[src/rtl/vga_grid_scanner.sv]
// 640x480@60 VGA timing generator that scans a COLSxROWS grid of 3-bit cell codes
// into RGB444, with a two-tick registered pipeline from pixel counters to outputs.

module vga_grid_scanner #(
    parameter int          H_ACTIVE  = 640,
    parameter int          H_FP      = 16,
    parameter int          H_SYNC    = 96,
    parameter int          H_BP      = 48,
    parameter int          V_ACTIVE  = 480,
    parameter int          V_FP      = 10,
    parameter int          V_SYNC    = 2,
    parameter int          V_BP      = 33,
    parameter int          COLS      = 10,
    parameter int          ROWS      = 20,
    parameter int          CELL_PX   = 20,
    parameter int          GRID_X0   = 220,
    parameter int          GRID_Y0   = 40,
    parameter logic [11:0] GRID_LINE = 12'h222
) (
    input  logic                   clk,
    input  logic                   rst,
    input  logic                   pix_ce,
    input  logic [3*COLS*ROWS-1:0] frame_in,
    output logic                   hsync,
    output logic                   vsync,
    output logic                   de,
    output logic [11:0]            rgb,
    output logic                   frame_start
);

    localparam int H_TOTAL = H_ACTIVE + H_FP + H_SYNC + H_BP;
    localparam int V_TOTAL = V_ACTIVE + V_FP + V_SYNC + V_BP;
    localparam int HW      = $clog2(H_TOTAL);
    localparam int VW      = $clog2(V_TOTAL);
    localparam int CXW     = $clog2(COLS + 1);
    localparam int CYW     = $clog2(ROWS + 1);
    localparam int SW      = $clog2(CELL_PX + 1);
    localparam int IW      = $clog2(3 * COLS * ROWS);

    localparam logic [HW-1:0] H_LAST  = HW'(H_TOTAL - 1);
    localparam logic [HW-1:0] H_ACT   = HW'(H_ACTIVE);
    localparam logic [HW-1:0] HS_BEG  = HW'(H_ACTIVE + H_FP);
    localparam logic [HW-1:0] HS_END  = HW'(H_ACTIVE + H_FP + H_SYNC);
    localparam logic [HW-1:0] GX_BEG  = HW'(GRID_X0);
    localparam logic [HW-1:0] GX_END  = HW'(GRID_X0 + COLS * CELL_PX);
    localparam logic [VW-1:0] V_LAST  = VW'(V_TOTAL - 1);
    localparam logic [VW-1:0] V_ACT   = VW'(V_ACTIVE);
    localparam logic [VW-1:0] VS_BEG  = VW'(V_ACTIVE + V_FP);
    localparam logic [VW-1:0] VS_END  = VW'(V_ACTIVE + V_FP + V_SYNC);
    localparam logic [VW-1:0] GY_BEG  = VW'(GRID_Y0);
    localparam logic [VW-1:0] GY_END  = VW'(GRID_Y0 + ROWS * CELL_PX);
    localparam logic [SW-1:0] SUB_LAST = SW'(CELL_PX - 1);

    logic [HW-1:0]  hCount_q, hCount_d;
    logic [VW-1:0]  vCount_q, vCount_d;
    logic [SW-1:0]  subX_q, subX_d, subY_q, subY_d;
    logic [CXW-1:0] cellX_q, cellX_d;
    logic [CYW-1:0] cellY_q, cellY_d;
    logic           hWrap, vWrap;
    logic [HW-1:0]  hNext;
    logic [VW-1:0]  vNext;

    logic           hsyncS1_q, hsyncS1_d;
    logic           vsyncS1_q, vsyncS1_d;
    logic           deS1_q, deS1_d;
    logic           gridS1_q, gridS1_d;
    logic [2:0]     codeS1_q, codeS1_d;
    logic           lineS1_q, lineS1_d;
    logic           startS1_q, startS1_d;
    logic [IW-1:0]  cellIdx;

    logic           hsync_q, vsync_q, de_q, frameStart_q;
    logic [11:0]    rgb_q, rgb_d;

    // Cell and sub-cell counters are loaded one tick ahead from the next pixel
    // position, so they always describe the pixel currently held in the counters.
    always_comb begin
        hWrap    = (hCount_q == H_LAST);
        vWrap    = (vCount_q == V_LAST);
        hNext    = hWrap ? '0 : hCount_q + HW'(1);
        vNext    = hWrap ? (vWrap ? '0 : vCount_q + VW'(1)) : vCount_q;
        hCount_d = hNext;
        vCount_d = vNext;
        subX_d   = subX_q;
        cellX_d  = cellX_q;
        subY_d   = subY_q;
        cellY_d  = cellY_q;
        if (hNext == GX_BEG) begin
            subX_d  = '0;
            cellX_d = '0;
        end else if ((hNext > GX_BEG) && (hNext < GX_END)) begin
            if (subX_q == SUB_LAST) begin
                subX_d  = '0;
                cellX_d = cellX_q + CXW'(1);
            end else begin
                subX_d  = subX_q + SW'(1);
            end
        end
        if (hWrap) begin
            if (vNext == GY_BEG) begin
                subY_d  = '0;
                cellY_d = '0;
            end else if ((vNext > GY_BEG) && (vNext < GY_END)) begin
                if (subY_q == SUB_LAST) begin
                    subY_d  = '0;
                    cellY_d = cellY_q + CYW'(1);
                end else begin
                    subY_d  = subY_q + SW'(1);
                end
            end
        end
    end

    always_ff @(posedge clk) begin
        if (rst) begin
            hCount_q <= '0;
            vCount_q <= '0;
            subX_q   <= '0;
            subY_q   <= '0;
            cellX_q  <= '0;
            cellY_q  <= '0;
        end else if (pix_ce) begin
            hCount_q <= hCount_d;
            vCount_q <= vCount_d;
            subX_q   <= subX_d;
            subY_q   <= subY_d;
            cellX_q  <= cellX_d;
            cellY_q  <= cellY_d;
        end
    end

    // Stage 1: sync/active decode and the cell code lookup. The cell counters stay
    // within the grid outside the region, so the index is always in range.
    always_comb begin
        cellIdx   = IW'(3 * (32'(cellX_q) * ROWS + 32'(cellY_q)));
        hsyncS1_d = !((hCount_q >= HS_BEG) && (hCount_q < HS_END));
        vsyncS1_d = !((vCount_q >= VS_BEG) && (vCount_q < VS_END));
        deS1_d    = (hCount_q < H_ACT) && (vCount_q < V_ACT);
        gridS1_d  = (hCount_q >= GX_BEG) && (hCount_q < GX_END) &&
                    (vCount_q >= GY_BEG) && (vCount_q < GY_END);
        codeS1_d  = frame_in[cellIdx +: 3];
        lineS1_d  = (subX_q == '0) || (subY_q == '0);
        startS1_d = (hCount_q == '0) && (vCount_q == '0);
    end

    always_ff @(posedge clk) begin
        if (rst) begin
            hsyncS1_q <= 1'b1;
            vsyncS1_q <= 1'b1;
            deS1_q    <= 1'b0;
            gridS1_q  <= 1'b0;
            codeS1_q  <= 3'b000;
            lineS1_q  <= 1'b0;
            startS1_q <= 1'b0;
        end else if (pix_ce) begin
            hsyncS1_q <= hsyncS1_d;
            vsyncS1_q <= vsyncS1_d;
            deS1_q    <= deS1_d;
            gridS1_q  <= gridS1_d;
            codeS1_q  <= codeS1_d;
            lineS1_q  <= lineS1_d;
            startS1_q <= startS1_d;
        end
    end

    // Stage 2: empty cells show only their top/left edge in the grid-line colour.
    always_comb begin
        rgb_d = 12'h000;
        if (deS1_q && gridS1_q) begin
            if (codeS1_q != 3'b000) begin
                rgb_d = {{4{codeS1_q[2]}}, {4{codeS1_q[1]}}, {4{codeS1_q[0]}}};
            end else if (lineS1_q) begin
                rgb_d = GRID_LINE;
            end
        end
    end

    always_ff @(posedge clk) begin
        if (rst) begin
            hsync_q      <= 1'b1;
            vsync_q      <= 1'b1;
            de_q         <= 1'b0;
            rgb_q        <= 12'h000;
            frameStart_q <= 1'b0;
        end else if (pix_ce) begin
            hsync_q      <= hsyncS1_q;
            vsync_q      <= vsyncS1_q;
            de_q         <= deS1_q;
            rgb_q        <= rgb_d;
            frameStart_q <= startS1_q;
        end
    end

    assign hsync       = hsync_q;
    assign vsync       = vsync_q;
    assign de          = de_q;
    assign rgb         = rgb_q;
    assign frame_start = frameStart_q;

endmodule
[config.mk]
export PLATFORM = sky130hd
export DESIGN_NAME = vga_grid_scanner
export DESIGN_NICKNAME = d
export VERILOG_FILES = /design/src/rtl/vga_grid_scanner.sv
export SDC_FILE = /design/constraint.sdc
export NUM_CORES = 1
export LEC_CHECK = 0
export BUFFER_PORTS_ARGS = -buffer_cell sky130_fd_sc_hd__buf_2
export CORE_AREA = 2 2 238 240
export CTS_BUF_LIST = sky130_fd_sc_hd__clkbuf_16
export DETAILED_ROUTE_END_ITERATION = 6
export DIE_AREA = 0 0 240 242
export PLACE_DENSITY_LB_ADDON = 0.1
export SETUP_SLACK_MARGIN = 0.3
export SYNTH_ARGS = -nofsm -noshare
export SYNTH_HDL_FRONTEND = slang
export SYNTH_SLANG_ARGS = --single-unit
[constraint.sdc]
create_clock -name clk -period 3.92 [get_ports clk]
set_input_delay 0.392 -clock clk [delete_from_list [all_inputs] [get_ports clk]]
set_output_delay 0.392 -clock clk [all_outputs]
set_load 0.02 [all_outputs]
# Word-level counts from Yosys, hierarchy flattened
# Index checks and enable logic that the tools add are counted.
# op_classes
addsub,7
n_mul,2
magnitude_cmp,14
n_eq_ne,6
shifts,1
mux,18
n_reduce_logical,26
# op_table
op,n
600-bit by 11-bit variable part select with 3-bit output,1
"10-bit by 9-bit less-than comparator with 1-bit output, second input constant",6
5-bit 2-to-1 mux,9
10-bit 2-to-1 mux,4
12-bit 2-to-1 mux,2
"10-bit by 1-bit adder with 10-bit output, second input constant",2
"10-bit equality test, second input constant",2
10-bit logical NOT,2
"10-bit less-than comparator, second input constant",2
"5-bit by 1-bit adder with 5-bit output, second input constant",3
4-bit 2-to-1 mux,3
9-bit by 5-bit adder with 10-bit output,1
"10-bit by 6-bit equality test with 1-bit output, second input constant",1
"10-bit by 8-bit equality test with 1-bit output, second input constant",1
"5-bit equality test, second input constant",2
"10-bit greater-or-equal comparator, second input constant",1
"10-bit by 6-bit greater-or-equal comparator with 1-bit output, second input constant",1
"10-bit by 8-bit greater-or-equal comparator with 1-bit output, second input constant",1
"10-bit by 9-bit greater-or-equal comparator with 1-bit output, second input constant",1
"10-bit by 6-bit > comparator with 1-bit output, second input constant",1
"10-bit by 8-bit > comparator with 1-bit output, second input constant",1
1-bit logical AND,10
5-bit logical NOT,2
"2-bit by 10-bit multiplier with 10-bit output, first input constant",1
9 further kinds,14
# totals
register_bits,64
inputBits,603
output_inout_bits,16
elab_cells,92

# Longest topological paths before layout
# depth
ltp_word,7
ltp_mapped,17
ltp_nobuf,16

# Least setup slack after synthesis
# Ideal clock, no wire load.
# synth_timing
kind,reg2reg
startpoint,register cellX_q[0]
endpoint,register codeS1_q[0]
arrival_ns,3.562
required_time_ns,3.774
setup_slack_ns,0.212
path_stages_with_launch,16
n_path_buf,1
period_less_slack_ns,3.708
path_cell_list,dfxtp_1 -> ha_1 -> inv_1 -> fa_1 -> inv_1 -> ha_1 -> o21ai_0 -> or2_2 -> nand2_2 -> buf_4 -> mux2_2 -> a2111oi_0 -> o32ai_1 -> o2111a_1 -> a21boi_0 -> o2111ai_1
# synth_between
elab_chain_len,4
# synth_rtl
item,line_no,text
from (decl),57,"logic [CXW-1:0] cellX_q, cellX_d;"
from (signal assigned),127,cellX_q <= cellX_d;
4-bit by 3-bit multiplier with 7-bit output,135,cellIdx = IW'(3 * (32'(cellX_q) * ROWS + 32'(cellY_q)));
9-bit by 5-bit adder with 10-bit output,135,
2-bit by 10-bit multiplier with 10-bit output,135,
600-bit by 11-bit variable part select with 3-bit output,141,codeS1_d = frame_in[cellIdx +: 3];
to (signal assigned),160,codeS1_q <= codeS1_d;
to (decl),67,"logic [2:0] codeS1_q, codeS1_d;"
# No other way between the ends.
# A chain may end at the register's enable or synchronous reset.

# Final worst setup path
# Ends and elaborated chain as after synthesis.

==> out/qor.txt <==
Clock latency on the worst-skew pair -> 0.34 ns
Slew Viols, Final -> 0
Initial antenna violation count -> 28
Met3 WL -> 7300 um
DR iter-0 viols -> 2054
Synth area leader -> mux4_2
Synth top area share -> 52.5%
Crit. End Element -> register
Die Area -> 58100 sq um
Final HPWL DP -> 75500 um
Post-DP Area -> 23500 sq um
Syn avg cell area -> 11.2 sq um
CTS tree -> done
Longest Clk Path Bufs -> 2
Antenna Nets Post-Route -> 0
Final setup fails -> 0
Gpl congestion -> 0.960
Vias/cell -> 6.47
Final period util -> 98.7%
Synthesized area -> 19000 sq um
Fin util -> 45.7%
Total track usage -> 31.8%
Layout cells sized above 1 -> 61.2%
Post-synth EDFFs -> 0
Seq/Total Area, Yosys -> 6.12%
Final non-filler cell area -> 25400 sq um
Pre-antenna DRT Iters -> 6
Hold buffers post-CTS -> 0
Crit-path leading delay family -> adder cells
FFs w/ async S/R, synth -> 0%
Synthesized instance count -> 1699
IO buf count -> 618
Status -> completed
WL final -> 94100 um
Static leakage -> 0.00924 uW
Crit path max-delay cell type -> fa_4
Final std cells w/o fill -> 3137
Fmax -> 259 MHz
Maximum vdd drop -> 0.226 mV
Synth cell count leaders -> mux4_2, nand2_1, mux2i_1
Buf/Inv on CP -> 3
Placed Instances -> 3034
CTS sink cnt -> 58
Skew final -> 0.0104 ns
Hold Path Class -> in -> reg
Total CTS buffers -> 9
Max cap viols -> 0
Worst EP required -> 4.13 ns
RSZ-0062 raised after global routing -> yes
Critical Path, Cell by Cell -> ha_4 -> inv_2 -> fa_4 -> buf_12 -> buf_12 -> mux4_2 -> mux4_2 -> nor3_2 -> nor2_1 -> a211oi_2 -> nand4b_1 -> o21bai_4 -> o2111ai_1
Vias in the first global route -> 20600
Syn nets -> 2331
Starting Density -> 34.0%
Setup Total Neg Slack -> 0 ns
CTS clk-pin slew, worst paths -> 0.06 ns
Clock root cell -> clkbuf_16
#FFs+latches synth -> 58
DIE WIDTH -> 240 um
Most frequent cell after synthesis -> mux4_2
Worst rel slew slack -> 52.6%
Die Ht -> 242 um
Min Tclk post-route -> 3.87 ns
Vias -> 20300
Crit-path max FO -> 7
Crit start category -> register
Critical path's largest stage delay -> 0.86 ns
Area growth syn-to-layout -> 34.1%
Crit Path Class -> reg -> reg
Wire length per cell -> 30.0 um
Fin. Hold Viols -> 0
FP Rows -> 87
H-tree depth -> 3
Nets -> 2981
First-pass GRT wire length -> 138000 um
DR top layer -> met5
Post-synth cell types -> 90
Syn. warnings -> 0
Final Total Pwr -> 2700 uW
DRC errors left -> 0
Ports -> 619
Core ar. -> 55700 sq um
Total gr overflow -> 0
Ranking of synthesized cells by area -> mux4_2, mux2i_1, dfxtp_1, nand2_1, nor2_1
Worst path arrival time -> 4.08 ns
Least-Margin Pin Slew -> 0.712 ns
Wire length on met2 -> 47300 um
P per Cell Area -> 106 nW/um^2
Fillers -> 5354
Ys flop type -> dfxtp_1
DRT met1 WL -> 36200 um
Largest net degree at the start of global routing -> 101
[logic make-up after synthesis]
kind of cell	share of synthesized area (%)
buffers and inverters	7.11
adder cells (fa/ha/maj)	2.03
AO/OA/AOI/OAI	12.5
AND/OR/NAND/NOR	11.7
XOR/XNOR	1.47
flip-flops	6.12
multiplexers	59.1
[routing by layer]
metal	vias to the layer above	GRT usage, %
met1	10500	41.3
li1	8575	-
met5	-	0
met4	12	10.6
met3	139	4.64
met2	1108	54.3
[layout by cell type, fill, tap and decap left out, types with 19 or more instances in the layout]
master and count:
dfxtp_1 53, buf_12 34, nor2_1 90, nor3_1 22, and3_1 22, nand3_1 39, diode_2 27, mux2i_1 117
o221ai_1 27, nand2_1 153, mux4_2 442, a21oi_1 62, buf_4 153, inv_1 20, buf_2 618, o22ai_1 19
nand4_1 21, o21ai_0 36
[where the power goes]
| group | switching, uW | total [uW] | internal, uW |
|---|---|---|---|
| Clock | 292 | 841 | 549 |
| Sequential | 22.3 | 623 | 601 |
| Combinational | 597 | 1230 | 636 |
[cell type report]
| cell class | instances | area (sq um) | share of cell area (%) |
|---|---|---|---|
| clock inverters | 7 | 83.8 | 0.329 |
| diodes | 27 | 67.6 | 0.266 |
| multi-input cells | 1417 | 17300 | 67.8 |
| well taps | 756 | 946 | 3.72 |
| repair buffers | 839 | 5590 | 22.0 |
| flip-flops and latches | 58 | 1170 | 4.62 |
| inverters | 24 | 92.6 | 0.364 |
| clock buffers | 9 | 225 | 0.885 |
[registers in the layout, indices dropped and copies added (netlist names), 3 cells and up]
register  count
vCount_q     10
hCount_q     10
codeS1_q      3
cellY_q       5
rgb           6
subX_q        5
cellX_q       4
subY_q        5
[per-stage QoR]
| stage | hold slack [ns] | worst slack [ns] |
|---|---|---|
| 2_1_floorplan | 0.434 | 0.303 |
| 3_3_place_gp | 0.456 | -0.445 |
| 3_5_place_dp | 0.458 | -0.449 |
| 4_1_cts | 0.331 | 0.0618 |
| 5_1_grt | 0.344 | -0.0374 |
| 6_report | 0.352 | 0.0527 |
[worst reg2reg max path: cells and delay by family, from the launching register on]
kind                       cells  cell delay [ns]
adders and majority gates      2             1.13
buffers and inverters          3             0.31
DFF                            1             0.36
muxes                          2             0.87
and+or+nand+nor                3             0.49
AOI/OAI and AO/OA              3             0.59
[final timing paths]
| check | start | to | cells past startpoint | slack [ns] |
|---|---|---|---|---|
| worst max-delay path | cellX_q[0]$_SDFFE_PP0P_ | codeS1_q[0]$_SDFFE_PP0P_ | 13 | 0.05 |
| worst min-delay path | rst | cellY_q[0]$_SDFFE_PP0P_ | 2 | 0.35 |
| worst max register to register | cellX_q[0]$_SDFFE_PP0P_ | codeS1_q[0]$_SDFFE_PP0P_ | 13 | 0.05 |
| worst min register to register | rgb[5]$_SDFFE_PP0P_ | rgb[5]$_SDFFE_PP0P_ | 2 | 0.47 |
[what timing repair did]
item,CTS,global route
setup buffers,44,4
resized for setup,155,28
pin swaps,49,20
setup endpoints to repair,3,8
cloned,12,0
No activity file was read; power rests on OpenSTA's default activity.
